<file path="src/rtl/fpga_cfg_if.sv">
// fpga_cfg_if: host/backend signal bundle around the configuration master
interface fpga_cfg_if #(parameter int CFG_WIDTH = 8);
  logic i_ready;
  logic [CFG_WIDTH-1:0] i_cfg_word;
  logic i_start;
  logic o_resetbAll;
  logic o_sclk;
  logic o_sdout;
  logic o_busy;
  logic o_done;
  logic o_timeout;
  modport master(
    input i_ready, i_cfg_word, i_start,
    output o_resetbAll, o_sclk, o_sdout, o_busy, o_done, o_timeout
  );
  modport slave(
    output i_ready, i_cfg_word, i_start,
    input o_resetbAll, o_sclk, o_sdout, o_busy, o_done, o_timeout
  );
endinterface

</file>
<file path="src/rtl/fpga_cfg_master.sv">
// fpga_cfg_master: backend reset hold, MSB-first serial config shift, ready/timeout handshake
module fpga_cfg_master #(
  parameter int CFG_WIDTH = 8,
  parameter int SCLK_DIV = 2,
  parameter int RST_HOLD = 4,
  parameter int READY_TIMEOUT = 64
) (
  input logic i_mainclk,
  input logic i_resetbFPGA,
  fpga_cfg_if.master bus
);
  localparam int MX0 = RST_HOLD > 2 * SCLK_DIV ? RST_HOLD : 2 * SCLK_DIV;
  localparam int MX = MX0 > READY_TIMEOUT ? MX0 : READY_TIMEOUT;
  localparam int CW = $clog2(MX + 1);
  localparam int BW = $clog2(CFG_WIDTH + 1);
  typedef enum logic [2:0] {HOLD, SHIFT, WAIT_READY, DONE, TIMEOUT} state_t;
  state_t state, state_n;
  logic [CW-1:0] cnt, cnt_n;
  logic [BW-1:0] bit_cnt, bit_cnt_n;
  logic [CFG_WIDTH-1:0] shadow, shadow_n;
  logic resetb_all, sclk, sdout, busy, done, timeout;
  logic resetb_all_n, sclk_n, sdout_n, busy_n, done_n, timeout_n;
  assign bus.o_resetbAll = resetb_all;
  assign bus.o_sclk = sclk;
  assign bus.o_sdout = sdout;
  assign bus.o_busy = busy;
  assign bus.o_done = done;
  assign bus.o_timeout = timeout;
  always_comb begin
    state_n = state;
    cnt_n = cnt + CW'(1);
    bit_cnt_n = bit_cnt;
    shadow_n = shadow;
    resetb_all_n = resetb_all;
    sclk_n = sclk;
    sdout_n = sdout;
    busy_n = busy;
    done_n = done;
    timeout_n = timeout;
    case (state)
      HOLD: begin
        busy_n = 1'b1;
        if (cnt == CW'(RST_HOLD - 1)) begin
          state_n = SHIFT;
          cnt_n = '0;
          bit_cnt_n = '0;
          resetb_all_n = 1'b1;
          shadow_n = bus.i_cfg_word;
          sdout_n = bus.i_cfg_word[CFG_WIDTH-1];
          sclk_n = 1'b0;
        end
      end
      SHIFT: begin
        sclk_n = cnt == CW'(SCLK_DIV - 1) ? 1'b1 : sclk;
        if (cnt == CW'(2 * SCLK_DIV - 1)) begin
          cnt_n = '0;
          sclk_n = 1'b0;
          bit_cnt_n = bit_cnt + BW'(1);
          shadow_n = shadow << 1;
          state_n = bit_cnt == BW'(CFG_WIDTH - 1) ? WAIT_READY : SHIFT;
          sdout_n = bit_cnt == BW'(CFG_WIDTH - 1) ? 1'b0 : shadow_n[CFG_WIDTH-1];
        end
      end
      WAIT_READY: begin
        if (bus.i_ready) begin
          state_n = DONE;
          done_n = 1'b1;
          busy_n = 1'b0;
        end else if (cnt == CW'(READY_TIMEOUT - 1)) begin
          state_n = TIMEOUT;
          timeout_n = 1'b1;
          busy_n = 1'b0;
          resetb_all_n = 1'b0;
        end
      end
      DONE, TIMEOUT: begin
        cnt_n = cnt;
        if (bus.i_start) begin
          state_n = HOLD;
          cnt_n = '0;
          resetb_all_n = 1'b0;
          done_n = 1'b0;
          timeout_n = 1'b0;
          busy_n = 1'b1;
        end
      end
      default: state_n = HOLD;
    endcase
  end
  always_ff @(posedge i_mainclk) begin
    if (!i_resetbFPGA) begin
      state <= HOLD;
      cnt <= '0;
      bit_cnt <= '0;
      shadow <= '0;
      resetb_all <= 1'b0;
      sclk <= 1'b0;
      sdout <= 1'b0;
      busy <= 1'b0;
      done <= 1'b0;
      timeout <= 1'b0;
    end else begin
      state <= state_n;
      cnt <= cnt_n;
      bit_cnt <= bit_cnt_n;
      shadow <= shadow_n;
      resetb_all <= resetb_all_n;
      sclk <= sclk_n;
      sdout <= sdout_n;
      busy <= busy_n;
      done <= done_n;
      timeout <= timeout_n;
    end
  end
endmodule
</file>
<file path="src/flat_wrapper.sv">
// flat-port wrapper written by rule: the top's interface ports become plain ports
module fpga_cfg_master_flat 
#(
  parameter int CFG_WIDTH = 8,
  parameter int SCLK_DIV = 2,
  parameter int RST_HOLD = 4,
  parameter int READY_TIMEOUT = 64
)
  (i_mainclk, i_resetbFPGA, bus_i_ready, bus_i_cfg_word, bus_i_start, bus_o_resetbAll, bus_o_sclk, bus_o_sdout, bus_o_busy, bus_o_done, bus_o_timeout);
  fpga_cfg_if #(.CFG_WIDTH(CFG_WIDTH)) bus_i ();
  input logic i_mainclk;
  input logic i_resetbFPGA;
  input wire logic [$bits(bus_i.i_ready)-1:0] bus_i_ready;
  input wire logic [$bits(bus_i.i_cfg_word)-1:0] bus_i_cfg_word;
  input wire logic [$bits(bus_i.i_start)-1:0] bus_i_start;
  output wire logic [$bits(bus_i.o_resetbAll)-1:0] bus_o_resetbAll;
  output wire logic [$bits(bus_i.o_sclk)-1:0] bus_o_sclk;
  output wire logic [$bits(bus_i.o_sdout)-1:0] bus_o_sdout;
  output wire logic [$bits(bus_i.o_busy)-1:0] bus_o_busy;
  output wire logic [$bits(bus_i.o_done)-1:0] bus_o_done;
  output wire logic [$bits(bus_i.o_timeout)-1:0] bus_o_timeout;
  assign bus_i.i_ready = bus_i_ready;
  assign bus_i.i_cfg_word = bus_i_cfg_word;
  assign bus_i.i_start = bus_i_start;
  assign bus_o_resetbAll = bus_i.o_resetbAll;
  assign bus_o_sclk = bus_i.o_sclk;
  assign bus_o_sdout = bus_i.o_sdout;
  assign bus_o_busy = bus_i.o_busy;
  assign bus_o_done = bus_i.o_done;
  assign bus_o_timeout = bus_i.o_timeout;
  fpga_cfg_master #(.CFG_WIDTH(CFG_WIDTH), .SCLK_DIV(SCLK_DIV), .RST_HOLD(RST_HOLD), .READY_TIMEOUT(READY_TIMEOUT)) u_core (.i_mainclk(i_mainclk), .i_resetbFPGA(i_resetbFPGA), .bus(bus_i));
endmodule
</file>
<file path="config.mk">
export PLATFORM = sky130hd
export DESIGN_NAME = fpga_cfg_master_flat
export DESIGN_NICKNAME = d
export VERILOG_FILES = /design/src/rtl/fpga_cfg_if.sv /design/src/rtl/fpga_cfg_master.sv /design/src/flat_wrapper.sv
export SDC_FILE = /design/constraint.sdc
export NUM_CORES = 1
export LEC_CHECK = 0
export CAP_MARGIN = 40
export CELL_PAD_IN_SITES_DETAIL_PLACEMENT = 0
export CELL_PAD_IN_SITES_GLOBAL_PLACEMENT = 2
export CORE_ASPECT_RATIO = 1.4
export CORE_MARGIN = 3
export CORE_UTILIZATION = 25
export DETAILED_ROUTE_END_ITERATION = 6
export DONT_BUFFER_PORTS = 1
export GPL_TIMING_DRIVEN = 0
export PLACE_DENSITY = 0.61
export SLEW_MARGIN = 20
export SYNTH_ARGS = -nofsm -noshare
export SYNTH_HDL_FRONTEND = slang
export SYNTH_SLANG_ARGS = --single-unit
</file>
<file path="constraint.sdc">
create_clock -name i_mainclk -period 3.67 [get_ports i_mainclk]
set_input_delay 0.1835 -clock i_mainclk [delete_from_list [all_inputs] [get_ports i_mainclk]]
set_output_delay 0.1835 -clock i_mainclk [all_outputs]
set_load 0.01 [all_outputs]
</file>
==> metrics.md <==
| Metric | Value |
|---|---|
| Status | `finished clean` |
| Combinational share of power | `0.188` |
| CTS tree | `done` |
| Critical R2R Launch | `u_core.cnt[0]` |
| Largest net degree at the start of global routing | `15` |
| Critical path required time | `3.81 ns` |
| Slew Limit Fails | `0` |
| Worst Reg-to-Reg Cells | `5` |
| Ant diodes | `0` |
| Switching share of power | `0.2892` |
| Core Area | `0.005946 mm2` |
| Share of cells above drive strength 1 | `0.1250` |
| Post-synthesis cell area | `0.001565 mm2` |
| Pint | `439.1 uW` |
| Period utilisation layout | `0.5693` |
| Area Growth Syn to Fin | `8.473%` |
| CP peak stage delay | `0.55 ns` |
| Vias | `1318` |
| DR pass1 iterations | `4` |
| Worst path bufs/invs | `0` |
| Num CTS Buffers | `3` |
| Row count | `33` |
| Most used flip-flop cell after synthesis | `dfxtp_1` |
| Die extent in y | `99.63 um` |
| DRT iter0 DRCs | `68` |
| Critical Path AT | `2.23 ns` |
| WL final | `4.018 mm` |
| Full die area | `0.007260 mm2` |
| Worst setup SP type | `flop` |
| RSZ-0062 raised after global routing | `false` |
| Tmin final | `2.089 ns` |
| CP Capture Type | `flop` |
| Htree depth | `1` |
| DP HPWL | `2.967 mm` |
| Longest Clk Path Bufs | `2` |
| Max Clock Freq | `478.6 MHz` |
| First-pass GRT wire length | `6.624 mm` |
| Synthesized instance count | `172` |
| Final Net Count | `192` |
| Commonest non-fill, non-tap cell in the layout | `dfxtp_1` |
| Synthesized area per cell | `9.100 um2` |
| Worst Setup SP | `u_core.cnt[0]` |
| Post-Route Skew | `0.008095 ns` |
| Clock power share | `0.285` |
| EDFF count, synth | `0` |
| Starting Density | `0.2633` |
| Die Wd | `72.88 um` |
| CTS Hold Buffers Added | `0` |
| Final hold vios | `0` |
| Hold crit path type | `in2reg` |
| Vias in the first global route | `1349` |
| # setup viols final | `0` |
| Seq pwr share | `0.526` |
| LEAKAGE | `0.0005822 uW` |
| Setup TNS | `0 ns` |
| Worst-Margin Slew | `0.6352 ns` |
| Seq/Total Area, Yosys | `0.3453` |
| GRT Util Overall | `0.1144` |
| Pwr per Cell Area | `363.8 mW/mm2` |
| Post-synthesis register bit count | `27` |
| Hold path endpoint | `u_core.shadow[0]` |
| Overflow after GRT | `0` |
| Maxcap violations | `0` |
| Worst-path cell chain | `ha_1 -> nor3b_2 -> a22oi_1 -> o21ai_0 -> nor2_1` |
| Pwr Total | `617.7 uW` |
| Routed Antenna Nets | `0` |
| Post-CTS sizing | `0` |
| Drt via density | `5.358` |
| Io pins | `18` |
| Ys Warns | `0` |
| Tightest slew margin relative to the limit | `0.5721` |
| Initial antenna violation count | `0` |
| Critical path class | `reg2reg` |
| Psw | `178.6 uW` |
| Routability cong. | `0.7709` |
| Reg2reg setup slack | `1.58 ns` |
| Synth cell types | `60` |
| Final setup margin | `1.581 ns` |
| Commonest non-fill, non-tap cells in the layout | `27 x dfxtp_1, 13 x nor2_1, 12 x nand2_1, 9 x a21oi_1, 8 x a211oi_1` |
| Hold depth | `2` |
| CP top delay family | `compound AO/OA/AOI/OAI gates` |
| Asr flop ratio synth | `0` |
| Syn_nets | `187` |
| Worst skew pair latency | `0.28 ns` |
| DRC Markers | `0` |
| CTS root buf | `clkbuf_8` |
| Setup Buffers After CTS | `0` |
| Clk sink count | `27` |
| Worst Hold Launch | `bus_i_cfg_word[0]` |
| Filler Cell Count | `657` |
| WL per Instance | `16.33 um` |
| Dpl ws | `1.648 ns` |
| Peak supply drop | `0.1367 mV` |
| Worst-path clk slew | `0.10 ns` |
| FF-to-FF End | `u_core.cnt[6]` |
| Critical Path Fanout Max | `6` |
| Slowest CP cell | `o21ai_0` |
| Port Buf Inserts | `0` |
## flip-flops by register name (all words and copies together), names as in the netlist
signal / flops
u_core.bus.o_resetbAll: 1
u_core.bus.o_timeout: 1
u_core.bus.o_done: 1
u_core.bus.o_sdout: 1
u_core.bus.o_sclk: 1
u_core.bit_cnt: 4
u_core.bus.o_busy: 1
u_core.cnt: 7
u_core.shadow: 7
u_core.state: 3
## per-stage QoR
step | utilization | hold slack, ns | std cells | instance area, um2
final | 0.2856 | 0.03276 | 246 | 1698
after global routing | 0.2856 | 0.02478 | 246 | 1698
after CTS | 0.2856 | 0.02745 | 246 | 1698
after detailed placement | 0.2780 | 0.3351 | 242 | 1653
after global placement | 0.2780 | 0.3322 | 242 | 1653
after floorplan | - | 0.3296 | 172 | 1565
## power by group through the flow
stage	Combinational (uW)	Clock [uW]	Sequential [uW]
finish	116	176	325
global route	129	190	327
CTS	119	184	326
detailed placement	117	0	332
global placement	116	0	332
floorplan	93.6	0	328
## worst max path at each step
stage | end | slack [ns] | depth (start not counted)
floorplan | u_core.bit_cnt[1] | 2.07 | 7
global placement | u_core.cnt[6] | 1.64 | 5
detailed placement | u_core.cnt[3] | 1.65 | 5
CTS | u_core.cnt[3] | 1.62 | 5
global route | u_core.cnt[3] | 1.42 | 5
finish | u_core.cnt[6] | 1.58 | 5
## area by class of cell
type,instances,area [um2],share of cell area
well taps,70,87.58,0.05158
flip-flops and latches,27,540.5,0.3183
inverters,7,26.28,0.01548
plain buffers,11,105.1,0.06190
multi-input cells,127,893.4,0.5262
clock buffers,4,45.04,0.02653
## per-layer routing
metal / part of all wire / wire length, um / up-vias / track usage
li1: - / - / 644 / -
met5: 0 / 0 / - / 0
met3: 0.038 / 151 / 8 / 0.02123
met4: 0.023 / 93 / 0 / 0.04972
met1: 0.42 / 1690 / 641 / 0.1252
met2: 0.52 / 2083 / 25 / 0.2086
## cell usage after synthesis, types with 3 or more instances
| cell type | instances | area (um2) |
|---|---|---|
| inv_1 | 6 | 22.52 |
| nand4_1 | 3 | 18.77 |
| nor4b_1 | 3 | 26.28 |
| nand2_1 | 12 | 45.04 |
| a211oi_1 | 8 | 60.06 |
| a21oi_1 | 9 | 45.04 |
| nor2b_1 | 3 | 18.77 |
| nor3_1 | 3 | 15.01 |
| and2_1 | 3 | 18.77 |
| ha_1 | 3 | 37.54 |
| nor2_1 | 13 | 48.80 |
| mux2i_1 | 7 | 70.07 |
| o21ai_0 | 5 | 25.02 |
| nand3_1 | 7 | 35.03 |
| dfxtp_1 | 27 | 540.5 |
| o31ai_1 | 4 | 30.03 |
## cell families after synthesis
family                   after synthesis  share of synthesized area
adder cells (fa/ha/maj)                3                    0.02398
buffers and inverters                 18                    0.08393
AND/OR/NAND/NOR                       68                     0.2702
XOR/XNOR                               4                    0.02239
flip-flops                            27                     0.3453
AO/OA/AOI/OAI                         45                     0.2094
multiplexers                           7                    0.04477
Power figures use the tool's default switching activity.
